**config.mk**
```make
export PLATFORM = sky130hd
export DESIGN_NAME = fetch_unit
export DESIGN_NICKNAME = d
export VERILOG_FILES = /design/src/rtl/fetch_unit.sv
export SDC_FILE = /design/constraint.sdc
export NUM_CORES = 1
export LEC_CHECK = 0
export BUFFER_PORTS_ARGS = -buffer_cell sky130_fd_sc_hd__buf_4
export CAP_MARGIN = 0
export CORE_ASPECT_RATIO = 1.5
export CORE_MARGIN = 2
export CORE_UTILIZATION = 57
export DETAILED_ROUTE_END_ITERATION = 8
export GPL_TIMING_DRIVEN = 1
export PLACE_DENSITY = 0.8
export SETUP_SLACK_MARGIN = 0.15
export SYNTH_ARGS = -nofsm -noshare
export SYNTH_HDL_FRONTEND = slang
export SYNTH_SLANG_ARGS = --single-unit
```
**constraint.sdc**
```tcl
create_clock -name CLK -period 7.2 [get_ports CLK]
set_clock_uncertainty 0.2 [all_clocks]
set_input_delay 0.36 -clock CLK [delete_from_list [all_inputs] [get_ports CLK]]
set_output_delay 0.36 -clock CLK [all_outputs]
set_load 0.1 [all_outputs]
```
**src/rtl/fetch_unit.sv**
```systemverilog
// Instruction-fetch front end: owns the PC, issues in-order fetch requests and queues
// returned instructions (with their PCs) toward decode. Flushes drop in-flight responses.
module fetch_unit #(
  parameter int unsigned     XLEN     = 32,
  parameter logic [XLEN-1:0] RESET_PC = '0,
  parameter int unsigned     DEPTH    = 4
) (
  input  logic            CLK,
  input  logic            RST,
  input  logic            redirect_valid,
  input  logic [XLEN-1:0] redirect_addr,
  input  logic            trap_valid,
  input  logic [XLEN-1:0] trap_addr,
  output logic            mem_req_valid,
  output logic [XLEN-1:0] mem_req_addr,
  input  logic            mem_req_ready,
  input  logic            mem_resp_valid,
  input  logic [XLEN-1:0] mem_resp_inst,
  output logic            out_valid,
  output logic [XLEN-1:0] out_pc,
  output logic [XLEN-1:0] out_inst,
  input  logic            out_ready
);

  localparam int unsigned     AW       = $clog2(DEPTH);
  localparam int unsigned     PW       = AW + 1;
  localparam int unsigned     DW       = AW + 2;
  localparam logic [PW-1:0]   DepthCnt = PW'(DEPTH);
  localparam logic [XLEN-1:0] PcStep   = XLEN'(4);

  logic [XLEN-1:0] r_pc;
  logic [PW-1:0]   r_head;
  logic [PW-1:0]   r_alloc;
  logic [PW-1:0]   r_fill;
  logic [DW-1:0]   r_drop;
  logic [XLEN-1:0] r_pc_q   [DEPTH];
  logic [XLEN-1:0] r_inst_q [DEPTH];

  logic            w_accept;
  logic            w_resp_keep;
  logic            w_resp_drop;
  logic            w_pop;
  logic            w_flush;
  logic [PW-1:0]   w_used;
  logic [PW-1:0]   w_head_nxt;
  logic [PW-1:0]   w_alloc_nxt;
  logic [PW-1:0]   w_fill_nxt;
  logic [PW-1:0]   w_inflight;
  logic [DW-1:0]   w_drop_nxt;
  logic [XLEN-1:0] w_pc_nxt;

  // Occupancy counts allocated entries, whether or not their response has arrived.
  assign w_used        = r_alloc - r_head;
  assign mem_req_valid = ~RST & (w_used < DepthCnt);
  assign mem_req_addr  = r_pc;

  assign w_accept    = mem_req_valid & mem_req_ready;
  assign w_resp_drop = mem_resp_valid & (r_drop != '0);
  assign w_resp_keep = mem_resp_valid & (r_drop == '0);
  assign w_flush     = trap_valid | redirect_valid;

  assign out_valid = (r_fill != r_head);
  assign w_pop     = out_valid & out_ready;
  // Empty head reads as zero so stale storage never leaks onto the decode port.
  assign out_pc    = out_valid ? r_pc_q[r_head[AW-1:0]]   : '0;
  assign out_inst  = out_valid ? r_inst_q[r_head[AW-1:0]] : '0;

  assign w_alloc_nxt = r_alloc + PW'(w_accept);
  assign w_fill_nxt  = r_fill + PW'(w_resp_keep);
  assign w_head_nxt  = r_head + PW'(w_pop);
  assign w_inflight  = w_alloc_nxt - w_fill_nxt;

  always_comb begin
    w_drop_nxt = r_drop - DW'(w_resp_drop);
    w_pc_nxt   = w_accept ? (r_pc + PcStep) : r_pc;
    if (w_flush) begin
      // Requests still outstanding after this edge belong to the discarded stream.
      w_drop_nxt = w_drop_nxt + {1'b0, w_inflight};
      w_pc_nxt   = trap_valid ? trap_addr : redirect_addr;
    end
  end

  always_ff @(posedge CLK or posedge RST) begin
    if (RST) begin
      r_pc    <= RESET_PC;
      r_head  <= '0;
      r_alloc <= '0;
      r_fill  <= '0;
      r_drop  <= '0;
    end else begin
      r_pc   <= w_pc_nxt;
      r_drop <= w_drop_nxt;
      if (w_flush) begin
        r_head  <= '0;
        r_alloc <= '0;
        r_fill  <= '0;
      end else begin
        r_head  <= w_head_nxt;
        r_alloc <= w_alloc_nxt;
        r_fill  <= w_fill_nxt;
      end
    end
  end

  always_ff @(posedge CLK) begin
    if (w_accept) begin
      r_pc_q[r_alloc[AW-1:0]] <= r_pc;
    end
    if (w_resp_keep) begin
      r_inst_q[r_fill[AW-1:0]] <= mem_resp_inst;
    end
  end

endmodule

```
==> Word level (Yosys, flattened, before mapping) <==
Memory sizes are Yosys's and may differ from the RTL's.
Cells that the tools add are included.
{ "classes": {"n_addsub": 8, "order_cmp": 1, "eq_ne": 1, "n_mux": 13, "bitwise": 7, "reduce_logical": 3} }
{ "op_table": {"columns": ["op", "count"], "rows": [
  ["32-bit two-way mux", 5],
  ["32-bit by 3-bit adder with 32-bit output, second input constant", 1],
  ["3-bit by 1-bit adder with 3-bit output", 3],
  ["3-bit two-way mux", 3],
  ["3-bit subtractor", 2],
  ["1-bit bitwise AND", 5],
  ["4-bit by 3-bit adder with 4-bit output", 1],
  ["4-bit logical NOT", 1],
  ["1-bit two-way mux", 4],
  ["4-bit two-way mux", 1],
  ["4-bit nonzero test", 1],
  ["4-bit by 1-bit subtractor with 4-bit output", 1],
  ["3-bit less-than comparator, second input constant", 1],
  ["3-bit != test", 1],
  ["2-bit nonzero test", 1],
  ["1-bit NOT", 1],
  ["1-bit bitwise OR", 1]
]} }
{ "word_totals": {"reg_bits": 45, "ram_bits": 256, "inputBits": 103, "output_inout_bits": 98, "elab_cells": 40, "memories": 2} }
{ "memory_table": {"columns": ["memory", "words", "width", "read_ports", "rd_clocked_by_memory_dff", "wr", "line_no", "source"], "rows": [
  ["r_inst_q", 4, 32, 1, 0, 1, "37", "logic [XLEN-1:0] r_inst_q [DEPTH];"],
  ["r_pc_q", 4, 32, 1, 0, 1, "36", "logic [XLEN-1:0] r_pc_q [DEPTH];"]
]} }

==> Longest topological paths before layout <==
Gate-level depths: netlist (run 1).
{ "depth": {"depth_word": 8, "depth_mapped": 18, "depth_no_buf": 15} }

==> Least setup slack after synthesis (run 1) <==
Ideal clock, no wire load.
{ "synth_timing": {"kind": "register to register", "startpoint": "register r_head[1]", "endpoint": "memory r_pc_q[2][0], enable pin", "setup_time_ps": 468, "t_arrival_ps": 4373, "t_required_ps": 6532, "setup_slack_ps": 2159, "path_stages_with_launch": 9, "n_path_buf": 3, "synth_period_minus_slack_ps": 5041, "cell_sequence": "dfrtp_1 buf_1 clkbuf_1 inv_1 ha_1 a21o_2 mux2i_4 buf_6 nor3b_1"} }
{ "synth_via": {"elab_chain_len": 6} }
{ "synth_lines": {"columns": ["element", "line_no", "source"], "rows": [
  ["start: declaration", "32", "logic [PW-1:0] r_head;"],
  ["start signal: assignment", "98", "r_head <= w_head_nxt;"],
  ["3-bit subtractor", "53", "assign w_used = r_alloc - r_head;"],
  ["3-bit less-than comparator", "54", "assign mem_req_valid = ~RST & (w_used < DepthCnt);"],
  ["1-bit bitwise AND", "54", null],
  ["1-bit bitwise AND", "57", "assign w_accept = mem_req_valid & mem_req_ready;"],
  ["1-bit two-way mux", "106", "if (w_accept) begin"],
  ["1-bit two-way mux (not written as such)", "107", "r_pc_q[r_alloc[AW-1:0]] <= r_pc;"],
  ["end: declaration", "36", null]
]} }
No other way between the ends.

==> Worst setup path in the final report (run 1) <==
{ "layout_timing": {"startpoint": "register r_head[0]", "endpoint": "register r_drop[3]"} }
{ "layout_via": {"elab_chain_len": 8} }
{ "layout_lines": {"columns": ["element", "line_no", "source"], "rows": [
  ["3-bit subtractor", "53", null],
  ["3-bit less-than comparator", "54", null],
  ["1-bit bitwise AND", "54", null],
  ["1-bit bitwise AND", "57", null],
  ["3-bit by 1-bit adder with 3-bit output", "68", "assign w_alloc_nxt = r_alloc + PW'(w_accept);"],
  ["3-bit subtractor", "71", "assign w_inflight = w_alloc_nxt - w_fill_nxt;"],
  ["4-bit by 3-bit adder with 4-bit output", "78", "w_drop_nxt = w_drop_nxt + {1'b0, w_inflight};"],
  ["4-bit two-way mux", "76", "if (w_flush) begin"],
  ["via w_drop_nxt[3]", "49", "logic [DW-1:0] w_drop_nxt;"],
  ["end signal: assignment", "92", "r_drop <= w_drop_nxt;"],
  ["end: declaration", "35", "logic [DW-1:0] r_drop;"]
]} }
The timed path passes the listed nets, and every way through them passes these cells.
A chain may end at the register's enable or synchronous reset.

==> summary.txt, run 1 <==
Synth
  • Register bit count reported by yosys: 301
  • Synthesized cell area: between 10000 and 15000 um2
  • Post-synth cell types: 55
  • Synth area leaders: edfxtp_1 60%, mux4_2 11%, dfrtp_1 8.8%
  • Xor and xnor area share after synthesis: under 10%
  • Area share of the largest cell type after synthesis: between 60 and 70%
  • Post-Syn Instances: 758
  • Syn_nets: between 800 and 900
  • Synth Area in Simple Gates: about 8.8%
  • Mapped Avg Cell Area: between 15 and 20 um2
  • Synth Flop Type: edfxtp_1
  • Cell taking the most area after synthesis: edfxtp_1
  • Adder-cell share of the synthesized area: 1.69%
  • Seq/Total Area, Yosys: about 69%
  • Ys async rst share: roughly 15%
  • Largest family of logic cells by synthesized area: multiplexers
  • EDFF count, synth: about 260
  • Compound-Gate Fraction of Synth Area: under 10%
  • Post-synthesis mux area share: 12.0%
  • Yosys warns: 0

Timing
  • Crit share post-route: approximately 62%
  • Slew of the pin with the lowest slew margin: ~1200 ps
  • Fmax: 0.224 GHz
  • Period minus WS final: 4460 ps
  • Final Max Tran Viols: 0
  • Setup tns final: 0 ps
  • Endpoints failing setup: 0
  • Slew headroom: about 18%
  • Hold Slack: a little under 20 ps
  • Hold Violations, Final: 0
  • Unrepaired setup endpoints after global routing: false

Clock network
  • Clock Tree Buf Depth: 3
  • Cts bufs inserted: 26
  • Post-CTS Hold Buffers: 75
  • Clock tree root driver cell: clkbuf_16
  • Setup bufs post-CTS: 0
  • H-Tree Depth: 1
  • CTS Sinks: roughly 300
  • Worst-Skew Late Latency: 530 ps
  • Cts repair resizes: 0
  • CTS clk-pin slew, worst paths: 70 ps
  • CTS tree: done

Power and ir drop
  • Cell Int Power: between 3 and 4 mW
  • Clock power share: a little over a third
  • Seq pwr share: 49.6%
  • Leakage: 5.89 nW
  • Cell Pwr Density: 253 nW/um2
  • Worst VDD drop: between 200 and 250 uV
  • Switching Share: between 20% and 30%
  • Sw power: roughly 1.1 mW
  • Combinational share of power: between 10% and 20%

Drt
  • Detailed Route Iter0 Violations: roughly 500
  • Vias per cell: about 5.8
  • DR WL/cell: roughly 21 um
  • DRC: 0
  • Routed via count: around 7700
  • Post-detailed-route count of antenna-violating nets: 0
  • Final wirelength: about 28000 um
  • Initial DRT Pass Iterations: 5

Die
  • Area of the core: ~22000 um2
  • Die area: 23600 um2
  • Die Height: about 190 um
  • Ports: roughly 200
  • Row count: 67
  • Die Wd: 126 um
  • Initial Util: between 50% and 60%

Final layout
  • Fin nets: ~1200
  • Util after Layout: roughly three quarters
  • Ratio of cells with drive above 1 in the final layout: 32.2%
  • # diodes: 0
  • Layout area overhead: 27.1%
  • Final instance area: between 15000 and 20000 um2
  • Fill cell count: about 1400

Place
  • Gp weighted congestion: approximately 0.88
  • I/O Buffers: 200
  • Final HPWL DP: between 15000 and 20000 um
  • Dpl cell area: between 10000 and 15000 um2

Global route
  • Vias in the first global route: 8033
  • Initial antenna violation count: 0
  • GRT overflow: 0
  • Largest net degree at the start of global routing: between 60 and 70
  • Total Routing Usage GR: a little under a quarter
  • Global-route wire length before repair: about 44000 um

Run
  • Max cap viols: 0

Setup path
  • CP cell instances: nand2b_1 -> a21o_2 -> mux2i_4 -> inv_2 -> ha_1 -> ha_1 -> inv_1 -> fa_1 -> inv_1 -> ha_1 -> a21o_1 -> a21oi_1 -> nor2_1 -> xnor2_1
  • Worst path most repeated cell: ha_1
  • Setup crit end kind: flop
  • CP peak stage delay: 890 ps
  • Critical path required time: about 7400 ps
  • Arr. time, crit path: 4670 ps
  • Worst path slowest cell: dfrtp_4
  • R2R cell count: 14
  • Critical path peak fanout: 34
  • CP startpoint kind: flop
  • Setup CP Type: reg -> reg

Worst hold path
  • Hold Path Depth: 3
  • Hold WC Path Type: in -> reg

Run status
  • Status: finished, final reports clean
==> state kept, by name, indices dropped and copies added, names as in the netlist <==
register	flops
r_inst_q	128
r_drop	4
r_alloc	3
r_fill	3
r_pc_q	128
mem_req_addr	32
r_head	3
==> cell usage in the layout, fill, tap and decap left out, types with 18 or more instances in the layout <==
cell | synthesis | final
buf_4 | 1 | 213
edfxtp_1 | 256 | 256
dfrtp_1 | 45 | 43
dlygate4sd3_1 | 0 | 75
nand2_1 | 27 | 27
nor2b_1 | 79 | 79
clkbuf_16 | 0 | 27
mux4_2 | 64 | 64
a21oi_1 | 32 | 32
inv_1 | 19 | 18
==> cell usage after synthesis (9+ instances only) <==
cell	n
a211oi_1	11
a21oi_1	32
a22oi_1	13
buf_2	9
clkbuf_1	26
dfrtp_1	45
edfxtp_1	256
ha_1	14
inv_1	19
mux4_2	64
nand2_1	27
nand3_1	13
nor2_1	14
nor2b_1	79
nor3_1	9
o21ai_1	12
xnor2_1	11
xor2_1	16
==> through the flow <==
stage               std cells  setup slack [ps]  total power, mW
global placement         1206              2810             2.63
finish                   1329              2740             4.11
CTS                      1329              2670             4.13
global route             1329              2430             4.24
detailed placement       1206              2700             2.65
floorplan                 758              2160             2.47
==> cell families (layout without fill, tap and decap cells) <==
kind of cell / count (synthesis) / after routing
AO/OA/AOI/OAI: 93 / 93
AND/OR/NAND/NOR: 188 / 188
flip-flops: 301 / 301
XOR/XNOR: 27 / 27
adder cells (fa/ha/maj): 16 / 16
buffers and inverters: 61 / 356
multiplexers: 72 / 72
==> worst max-delay path: cells and delay by family, from the launching register on <==
family                   cells  cell delay (ps)
adder cells (fa/ha/maj)      4             1430
flip-flops                   1              890
AO/OA/AOI/OAI                3              560
multiplexers                 1              510
buffers and inverters        3              450
AND/OR/NAND/NOR              2              180
XOR/XNOR                     1              130
==> layout make-up <==
class                      instances  area [um2]  share of cell area, %
sequential                       301        8820                   54.4
timing repair buffer             288        2350                   14.5
tap                              276         345                   2.13
clock buffer                      29         683                   4.21
clock inverter                    19         224                   1.38
multi-input combinational        396        3730                   23.0
inverter                          20        75.1                  0.463
==> worst paths after layout <==
kind | slack [ps] | from | to
max | 2740 | r_head[0] | r_drop[3]
min | 20 | trap_addr[21] | mem_req_addr[21]
max reg2reg | 2740 | r_head[0] | r_drop[3]
min reg2reg | 390 | mem_req_addr[1] | r_pc_q[2][1]
max in group asynchronous | 5670 | RST | r_head[0]
min in group asynchronous | 430 | RST | r_head[1]
==> power groups by stage <==
stage / Clock, mW / Combinational (mW) / Sequential, mW
final: 1.46 / 0.611 / 2.04
after detailed placement: 0 / 0.572 / 2.07
after floorplan: 0 / 0.280 / 2.19
after CTS: 1.48 / 0.611 / 2.04
after global placement: 0 / 0.562 / 2.07
after global routing: 1.54 / 0.650 / 2.05
==> layer usage <==
| layer | vias up | track usage, % | part of all wire [%] |
|---|---|---|---|
| li1 | 3488 | - | - |
| met3 | 45 | 3.49 | 5.3 |
| met5 | - | 0 | 0 |
| met1 | 3876 | 28.6 | 38 |
| met2 | 271 | 44.1 | 55 |
| met4 | 0 | 6.26 | 2.1 |
Power figures use the tool's default switching activity.
==> inputs of run 2 (changes only) <==
ABC_AREA = 1   (was unset)
clock period = 4.3 ns   (was 7.2 ns; I/O delays follow)
==> summary.txt, run 2 <==
Place
  • Final HPWL DP: 19700 um (was 17400 um)
  • I/O Buffers: 200 (unchanged)
  • Gp weighted congestion: 0.887 (was 0.879)

Final layout
  • Most frequent cells in the layout: 366 x nor2_1, 256 x edfxtp_1, 213 x buf_4 (was 256 x edfxtp_1, 213 x buf_4, 79 x nor2b_1)
  • Util after Layout: 74.0% (was 73.3%)
  • Layout area overhead: 27.3% (was 27.1%)
  • Fin nets: 1726 (was 1152)
  • Most common cell after layout, fill and taps aside: nor2_1 (was edfxtp_1)
  • Fill cell count: 1503 (was 1372)
  • # diodes: 0 (unchanged)
  • Ratio of cells with drive above 1 in the final layout: 16.9% (was 32.2%)

Synth
  • Mapped Avg Cell Area: 10.0 um2 (was 16.8 um2)
  • Most frequent cell after synthesis: nor2_1 (was edfxtp_1)
  • Synth area leaders: edfxtp_1 57%, nor2_1 10%, dfrtp_1 8.4% (was edfxtp_1 60%, mux4_2 11%, dfrtp_1 8.8%)
  • Yosys warns: 0 (unchanged)
  • Ys async rst share: 15.0% (unchanged)
  • EDFF count, synth: 256 (unchanged)
  • Post-synth cell types: 27 (was 55)
  • Syn_nets: 1456 (was 877)
  • Synthesized cell area: 13400 um2 (was 12800 um2)
  • Seq/Total Area, Yosys: 65.8% (was 69.1%)
  • Cell taking the most area after synthesis: edfxtp_1 (unchanged)
  • Register bit count reported by yosys: 301 (unchanged)
  • Most frequent cells after synthesis: 366 x nor2_1, 256 x edfxtp_1, 170 x nand2_1, 170 x o21ai_0, 76 x a21oi_1 (was 256 x edfxtp_1, 79 x nor2b_1, 64 x mux4_2, 45 x dfrtp_1, 32 x a21oi_1)
  • Post-Syn Instances: 1337 (was 758)
  • Synth Flop Type: edfxtp_1 (unchanged)
  • Area share of the largest cell type after synthesis: 57.4% (was 60.2%)

Global route
  • Total Routing Usage GR: 26.9% (was 23.7%)
  • Global-route wire length before repair: 52100 um (was 43600 um)
  • Initial antenna violation count: 0 (unchanged)
  • GRT overflow: 0 (unchanged)
  • Vias in the first global route: 10800 (was 8033)
  • Largest net degree at the start of global routing: 129 (was 67)

Timing
  • Slew of the pin with the lowest slew margin: 1160 ps (was 1230 ps)
  • Fmax: 0.256 GHz
  • Unrepaired setup endpoints after global routing: false (unchanged)
  • Final Max Tran Viols: 0 (unchanged)
  • Slew headroom: 22.7% (was 17.6%)
  • Crit share post-route: 90.7%
  • Hold Violations, Final: 0 (unchanged)
  • Endpoints failing setup: 0 (unchanged)
  • Period minus WS final: 3900 ps

Setup path
  • Setup CP Type: reg -> out (was reg -> reg)
  • Reg-to-reg endpoint: r_drop[3] (unchanged)
  • RR Startpoint: r_head[0] (unchanged)
  • Setup crit end kind: output port (was flop)
  • CP startpoint kind: flop (unchanged)
  • R2R cell count: 18 (was 14)
  • Critical path required time: 3880 ps (was 7410 ps)
  • R2R Setup Slk: 480 ps (was 2740 ps)
  • Critical path peak fanout: 105 (was 34)
  • Arr. time, crit path: 3490 ps (was 4670 ps)

Clock network
  • H-Tree Depth: 1 (unchanged)
  • CTS tree: done (unchanged)
  • Clock tree root driver cell: clkbuf_16 (unchanged)
  • Cts bufs inserted: 26 (unchanged)
  • Worst-Skew Late Latency: 540 ps (was 530 ps)
  • CTS clk-pin slew, worst paths: 60 ps (was 70 ps)
  • Clock Tree Buf Depth: 3 (unchanged)
  • CTS Sinks: 301 (unchanged)

Worst hold path
  • Hold WC Path Type: in -> reg (unchanged)
  • Hold Path Depth: 5 (was 3)
  • Hold_sp: mem_resp_valid (was trap_addr[21])
  • Worst hold endpoint: r_drop[0] (was mem_req_addr[21])

Run status
  • Status: finished, final reports clean (unchanged)

Drt
  • Post-detailed-route count of antenna-violating nets: 0 (unchanged)
  • Detailed Route Iter0 Violations: 844 (was 488)
  • DRC: 0 (unchanged)
  • Final wirelength: 33600 um (was 28000 um)
  • DR WL/cell: 17.3 um (was 21.1 um)
  • Routed via count: 10800 (was 7680)
  • Initial DRT Pass Iterations: 6 (was 5)
  • Vias per cell: 5.55 (was 5.78)

Run
  • Max cap viols: 0 (unchanged)

Power and ir drop
  • Power, Total: 7.10 mW (was 4.11 mW)
  • Leakage: 6.77 nW (was 5.89 nW)
  • Cell Pwr Density: 416 nW/um2 (was 253 nW/um2)
  • Worst VDD drop: 339 uV (was 238 uV)

Die
  • Row count: 68 (was 67)
  • Die area: 24800 um2 (was 23600 um2)
  • Die Height: 192 um (was 187 um)
  • Die Wd: 129 um (was 126 um)
  • Area of the core: 23100 um2 (was 22100 um2)
  • Initial Util: 58.1% (was 57.7%)
  • Ports: 201 (unchanged)
## run 2: changes by cell type after synthesis, moves of 12 or more
| cell | change |
|---|---|
| a21oi_1 | +44 |
| a22oi_1 | -13 |
| clkbuf_1 | +29 |
| inv_1 | +43 |
| mux4_2 | -64 |
| nand2_1 | +143 |
| nand3_1 | +45 |
| nor2_1 | +352 |
| nor2b_1 | -79 |
| o21ai_0 | +163 |
| o21ai_1 | -12 |
## run 2: worst max-delay path, stage by stage, from the launching register on
cell	delay (ps)
dfrtp_4	630
buf_4	860
xnor2_1	200
nand3_1	140
inv_2	420
buf_12	300
a21oi_1	120
buf_4	260
## run 2: what timing repair did
action	in CTS	in global routing
gates resized for setup	0	0
buffers inserted	0	0
hold buffers	97	0
endpoints found under the hold margin	206	0
## run 2: final cells by class
type | instances | area (um2) | share of cell area, %
clock inverter | 14 | 126 | 0.741
inverter | 64 | 243 | 1.42
timing repair buffer | 314 | 2650 | 15.5
clock buffer | 33 | 718 | 4.21
tap | 315 | 394 | 2.31
multi-input combinational | 900 | 4110 | 24.1
sequential | 301 | 8820 | 51.7
## run 2: how the worst max path moves through the flow
| stage | start | end | slack, ps | cells after the start |
|---|---|---|---|---|
| after global routing | r_head[0] | out_pc[12] | 170 | 7 |
| final | r_head[0] | out_pc[10] | 400 | 7 |
| after CTS | r_head[0] | out_pc[10] | 340 | 7 |
| after detailed placement | r_head[0] | r_drop[3] | 500 | 18 |
| after global placement | r_head[0] | r_drop[3] | 590 | 18 |
| after floorplan | r_head[1] | r_pc_q[2][0] | -350 | 9 |
## run 2: kinds of logic (layout without fill, tap and decap cells)
logic type / Yosys count / in the layout / share of synthesized area (%)
AO/OA/AOI/OAI: 256 / 256 / 9.67
XOR/XNOR: 15 / 15 / 1.04
adder cells (fa/ha/maj): 16 / 16 / 1.61
buffers and inverters: 136 / 425 / 3.90
flip-flops: 301 / 301 / 65.8
AND/OR/NAND/NOR: 613 / 613 / 18.0
## run 2: metrics by stage
stage	cells	TNS [ps]	worst slack, ps	instance area (um2)	hold WS, ps
6_report	1941	0	398	17100	67.4
5_1_grt	1941	0	167	17100	120
4_1_cts	1941	0	340	17100	53.4
3_5_place_dp	1797	0	499	15200	221
3_3_place_gp	1797	0	589	15200	217
2_1_floorplan	1337	-44880	-351	13400	-1.56
## run 2: power by group
part	total, mW	internal, mW	switching, mW	leakage, nW
registers	3.47	3.33	0.143	2.87
logic	1.33	0.397	0.932	3.50
clock network	2.30	1.30	1.00	0.405
## run 2: layer usage
layer  GRT usage, %  wire length (um)
met3           2.76              1890
met5              0                 0
met1           30.8             12400
met2           51.3             18300
met4           9.78               896
